### src/rtl/systolic_edge_feeder.sv
// Edge feeder for one side (west rows or north columns) of a LANES x LANES
// systolic MAC array. Accepts operand vectors over valid/ready, applies the
// diagonal skew (lane i delayed i steps), flushes with zeros after the tile,
// and generates the array-wide PE enable.
//
//   state    | meaning
//   ---------+----------------------------------------------------------
//   S_IDLE   | waiting for start; skew line holds (all zeros after a tile)
//   S_STREAM | accepting cfg_len vectors; array advances on each accept
//   S_FLUSH  | pushing zeros for 2*(LANES-1)+1 cycles to drain the array
module systolic_edge_feeder #(
    parameter int WIDTH = 16,
    parameter int LANES = 4,
    parameter int CNT_W = 8
) (
    input  logic                   clk,
    input  logic                   rst_n,
    input  logic                   start,
    input  logic [CNT_W-1:0]       cfg_len,
    input  logic                   in_valid,
    output logic                   in_ready,
    input  logic [LANES*WIDTH-1:0] in_data,
    output logic [LANES*WIDTH-1:0] out_data,
    output logic                   pe_ena,
    output logic                   busy,
    output logic                   done
);

    localparam int FLUSH_LEN = 2 * (LANES - 1) + 1;
    localparam int FLUSH_W   = $clog2(FLUSH_LEN);

    typedef enum logic [1:0] {
        S_IDLE,
        S_STREAM,
        S_FLUSH
    } state_t;

    state_t               r_state;
    state_t               w_state_nxt;
    logic [CNT_W-1:0]     r_len;
    logic [CNT_W-1:0]     w_len_nxt;
    logic [CNT_W-1:0]     r_cnt;
    logic [CNT_W-1:0]     w_cnt_nxt;
    logic [FLUSH_W-1:0]   r_fcnt;
    logic [FLUSH_W-1:0]   w_fcnt_nxt;
    logic                 r_pe_ena;
    logic                 r_busy;
    logic                 r_done;
    logic                 w_busy_nxt;
    logic                 w_done_nxt;
    logic                 w_advance;
    logic [LANES*WIDTH-1:0] w_vec;

    // Handshake and flush shift source depend only on the registered state.
    assign in_ready  = (r_state == S_STREAM);
    assign w_advance = ((r_state == S_STREAM) && in_valid) || (r_state == S_FLUSH);
    assign w_vec     = (r_state == S_FLUSH) ? '0 : in_data;

    // Next-state, counter and registered-output decode.
    always_comb begin
        w_state_nxt = r_state;
        w_len_nxt   = r_len;
        w_cnt_nxt   = r_cnt;
        w_fcnt_nxt  = r_fcnt;
        w_done_nxt  = 1'b0;
        case (r_state)
            S_IDLE: begin
                if (start) begin
                    if (cfg_len != '0) begin
                        w_len_nxt   = cfg_len;
                        w_cnt_nxt   = '0;
                        w_fcnt_nxt  = '0;
                        w_state_nxt = S_STREAM;
                    end else begin
                        // Empty tile: report completion without touching the array.
                        w_done_nxt = 1'b1;
                    end
                end
            end
            S_STREAM: begin
                if (in_valid) begin
                    w_cnt_nxt = r_cnt + CNT_W'(1);
                    if (r_cnt == r_len - CNT_W'(1)) begin
                        w_fcnt_nxt  = '0;
                        w_state_nxt = S_FLUSH;
                    end
                end
            end
            S_FLUSH: begin
                if (r_fcnt == FLUSH_W'(FLUSH_LEN - 1)) begin
                    w_done_nxt  = 1'b1;
                    w_state_nxt = S_IDLE;
                end else begin
                    w_fcnt_nxt = r_fcnt + FLUSH_W'(1);
                end
            end
            default: begin
                w_state_nxt = S_IDLE;
            end
        endcase
        w_busy_nxt = (w_state_nxt != S_IDLE);
    end

    // State, counters and registered status outputs.
    always_ff @(posedge clk) begin
        if (!rst_n) begin
            r_state  <= S_IDLE;
            r_len    <= '0;
            r_cnt    <= '0;
            r_fcnt   <= '0;
            r_pe_ena <= 1'b0;
            r_busy   <= 1'b0;
            r_done   <= 1'b0;
        end else begin
            r_state  <= w_state_nxt;
            r_len    <= w_len_nxt;
            r_cnt    <= w_cnt_nxt;
            r_fcnt   <= w_fcnt_nxt;
            r_pe_ena <= w_advance;
            r_busy   <= w_busy_nxt;
            r_done   <= w_done_nxt;
        end
    end

    assign pe_ena = r_pe_ena;
    assign busy   = r_busy;
    assign done   = r_done;

    // Per-lane skew line: lane i has i delay stages ahead of its output register.
    for (genvar gi = 0; gi < LANES; gi++) begin : g_lane
        logic [WIDTH-1:0] r_out;

        if (gi == 0) begin : g_direct
            // Lane 0 feeds the output register directly.
            always_ff @(posedge clk) begin
                if (!rst_n) begin
                    r_out <= '0;
                end else if (w_advance) begin
                    r_out <= w_vec[0 +: WIDTH];
                end
            end
        end else begin : g_delay
            logic [WIDTH-1:0] r_stg [gi];

            // Shift the delay chain and output together so bubbles stall in lockstep.
            always_ff @(posedge clk) begin
                if (!rst_n) begin
                    for (int k = 0; k < gi; k++) begin
                        r_stg[k] <= '0;
                    end
                    r_out <= '0;
                end else if (w_advance) begin
                    r_stg[0] <= w_vec[gi*WIDTH +: WIDTH];
                    for (int k = 1; k < gi; k++) begin
                        r_stg[k] <= r_stg[k-1];
                    end
                    r_out <= r_stg[gi-1];
                end
            end
        end

        assign out_data[gi*WIDTH +: WIDTH] = r_out;
    end

endmodule

### config.mk
export PLATFORM = sky130hd
export DESIGN_NAME = systolic_edge_feeder
export DESIGN_NICKNAME = d
export VERILOG_FILES = /design/src/rtl/systolic_edge_feeder.sv
export SDC_FILE = /design/constraint.sdc
export NUM_CORES = 1
export LEC_CHECK = 0
export CORE_MARGIN = 4
export CORE_UTILIZATION = 30
export CTS_BUF_LIST = sky130_fd_sc_hd__clkbuf_4
export DETAILED_ROUTE_END_ITERATION = 12
export GPL_TIMING_DRIVEN = 0
export HOLD_SLACK_MARGIN = 0.06
export PLACE_DENSITY = 0.62
export SLEW_MARGIN = 20
export SYNTH_ARGS = -nofsm -noshare
export SYNTH_HDL_FRONTEND = slang
export SYNTH_SLANG_ARGS = --single-unit
export TNS_END_PERCENT = 1
### constraint.sdc
create_clock -name clk -period 4.78 [get_ports clk]
set_input_delay 0.956 -clock clk [delete_from_list [all_inputs] [get_ports clk]]
set_output_delay 0.956 -clock clk [all_outputs]
set_load 0.01 [all_outputs]
==> summary.md <==
| Metric | Value |
|---|---|
| Final setup viols | `0` |
| Gr ovfl total | `0` |
| Post-DP HPWL | `11,300 um` |
| Post-Layout Inst Area | `9010 um2` |
| Unrepaired setup endpoints after global routing | `false` |
| Vias per Instance | `4.48` |
| Minimum clock period | `3270 ps` |
| Post-CTS Setup Inserts | `0` |
| Hold path depth | `1` |
| CP Launch Type | `input port` |
| Clk_skew | `18.2 ps` |
| Routability cong. | `0.766` |
| Worst Setup End Kind | `flop` |
| Sequential share of the synthesized area | `67.4%` |
| Die area | `25,500 um2` |
| Post-Place Setup Slack | `850 ps` |
| Inst Count DP | `948` |
| Met3 wire length | `697 um` |
| Global-route wire length before repair | `24,100 um` |
| Vias in the first global route | `4,328` |
| Clk sinks | `184` |
| Util after Layout | `39.8%` |
| Syn Nets | `599` |
| Layout cells sized above 1 | `7.77%` |
| Required time of the critical path | `5020 ps` |
| Power per standard cell area | `322 nW/um2` |
| Worst slew pin tran | `666 ps` |
| Final Cycle Share | `68.5%` |
| CTS tree | `done` |
| Worst Hold End | `g_lane[2].r_out[1]` |
| Mapped Cells | `519` |
| Hold_buf cts | `0` |
| Initial Utilization | `30.4%` |
| Pre-antenna DRT Iters | `4` |
| # rows | `55` |
| Iter 0 DRT Violations | `229` |
| IO Count | `144` |
| Mean Syn Cell Area | `13.3 um2` |
| Num CTS Buffers | `17` |
| Largest net degree at the start of global routing | `80` |
| Synth area leader | `edfxtp_1` |
| Initial antenna violation count | `0` |
| I/O Buffers | `143` |
| CTS clk-pin slew, worst paths | `150 ps` |
| Outcome | `finished, final reports clean` |
| # fillers | `2,136` |
| Reg2Reg Depth | `7` |
| RR Startpoint | `r_state[0]` |
| Vias | `4,392` |
| Final hold viol count | `0` |
| Leakage | `3.41 nW` |
| Worst IR Drop VDD | `114 uV` |
| Max-slew violation count | `0` |
| Synth Register Bits | `184` |
| CTS Buffer Depth | `2` |
| Area of the core | `22,600 um2` |
| Worst skew pair latency | `560 ps` |
| Synth top area cells | `edfxtp_1 42%, dfxtp_1 26%, a22o_1 8.3%` |
| Top_reg_cell synth | `edfxtp_1` |
| Reg area | `4640 um2` |
| H-tree Lvls | `4` |
| Width of the die | `160 um` |
| DRC viols | `0` |
| Async set-reset flop share out of synthesis | `0%` |
| Type of the worst setup path | `input port to flop` |
| Number of flops mapped to enable cells by yosys | `96` |
| Routed Antenna Nets | `0` |
| Worst reg2reg endpoint | `g_lane[2].g_delay.r_stg[0][2]` |
| Commonest cells in the netlist | `96 x edfxtp_1, 88 x dfxtp_1, 65 x a22o_1` |
| Uppermost routed layer | `met4` |
| Fin worst setup slack | `1510 ps` |
| Resize count post-CTS | `0` |
| Post-DP Area | `8710 um2` |
| Yosys top cell area share | `41.8%` |
| Final layout net count | `762` |
| Yosys cell types | `52` |
| WL met2 | `7070 um` |
| Worst Hold Class | `flop to flop` |
| Relative slew slack | `55.6%` |
| Wire length per cell | `15.5 um` |
| Ant diodes | `0` |
| Yosys Warn Count | `0` |
| Area of the multi-input gates | `2070 um2` |
| CP Data Arrival Time | `3510 ps` |
| Clock root buffer | `clkbuf_4` |
| Fmax | `305 MHz` |
| Die span in y | `160 um` |
| Hold Crit Start | `g_lane[2].g_delay.r_stg[1][1]` |
| Largest fanout on the critical path | `79` |
| Area growth syn-to-layout | `30.7%` |
| Setup slack, reg-to-reg | `1940 ps` |
| Synthesized area | `6890 um2` |
| Detailed-route wire length | `15,200 um` |
| Final instance count without filler cells | `980` |
| Most frequent cell after synthesis | `edfxtp_1` |
| Gr usage total | `12.1%` |
| Max-cap violations | `0` |
| Routed metal-1 wire length | `7200 um` |
-- placed cells by master (no fill, tap or decap), types with 3 or more instances in the layout --
cell type	n
clkbuf_1	26
o21a_1	3
nand3_1	7
a21boi_0	9
a22o_1	65
a21oi_1	3
clkdlybuf4s50_1	143
clkbuf_4	17
xnor2_1	13
nand2_1	17
dfxtp_1	88
inv_6	6
nor2_1	13
ha_1	4
buf_2	7
a211oi_1	5
edfxtp_1	96
inv_1	5
and2_1	52
and3_1	49
nand2b_1	4
nor3_1	3
o21ai_0	11
-- area by class of cell --
cell class,count,share of cell area (%)
flip-flops and latches,184,51.6
clock inverters,15,1.83
inverters,6,0.306
plain buffers,37,1.76
repair buffers,144,16.2
clock buffers,17,1.42
well taps,285,3.96
multi-input cells,292,23.0
-- flip-flops by register name, indices dropped and copies added (netlist names) --
name and flops:
r_fcnt 3, r_len 8, done 1, r_state 2
g_lane.r_out 64, g_lane.g_delay.r_stg 96, busy 1, pe_ena 1
r_cnt 8
-- cell families (layout without fill, tap and decap cells) --
kind of cell,after synthesis,after routing,share of synthesized area (%)
flops,184,184,67.4
simple gates,165,165,14.5
compound gates,110,110,13.1
buf+inv,43,219,2.63
xor+xnor,13,13,1.65
fa+ha+maj,4,4,0.726
-- metrics by stage --
stage	hold slack (ps)	setup TNS, ps	power (mW)
floorplan	436	0	1.91
global placement	438	-119650	2.06
detailed placement	441	0	2.07
CTS	465	0	2.95
global route	490	0	3.05
finish	468	0	2.90
-- worst max path at each step --
stage          cells after the start  slack, ps      from                            end
2_1_floorplan                      6        600  in_valid  g_lane[1].g_delay.r_stg[0][0]
3_3_place_gp                       7      -1260  in_valid  g_lane[2].g_delay.r_stg[0][4]
3_5_place_dp                       8        850  in_valid  g_lane[2].g_delay.r_stg[0][4]
4_1_cts                            8       1510  in_valid  g_lane[2].g_delay.r_stg[0][4]
5_1_grt                            8       1280  in_valid  g_lane[2].g_delay.r_stg[0][1]
6_report                           8       1510  in_valid  g_lane[2].g_delay.r_stg[0][2]
-- critical path, stage by stage --
cell             delay, ps
clkdlybuf4s50_1        510
nand2_1                200
nor2_1                 500
nor3b_1                160
buf_2                  250
buf_1                  290
inv_6                  250
buf_16                 360
-- where the power goes --
group	switching, mW	total [mW]	internal [mW]
logic	0.125	0.262	0.137
registers	0.0270	1.76	1.74
clock network	0.555	0.878	0.324
-- routing by layer --
layer / GRT usage [%] / vias up
li1: - / 2262
met1: 16.3 / 2014
met2: 19.0 / 99
met3: 3.31 / 17
met4: 3.83 / 0
met5: 0 / -
No activity file was read; power rests on OpenSTA's default activity.
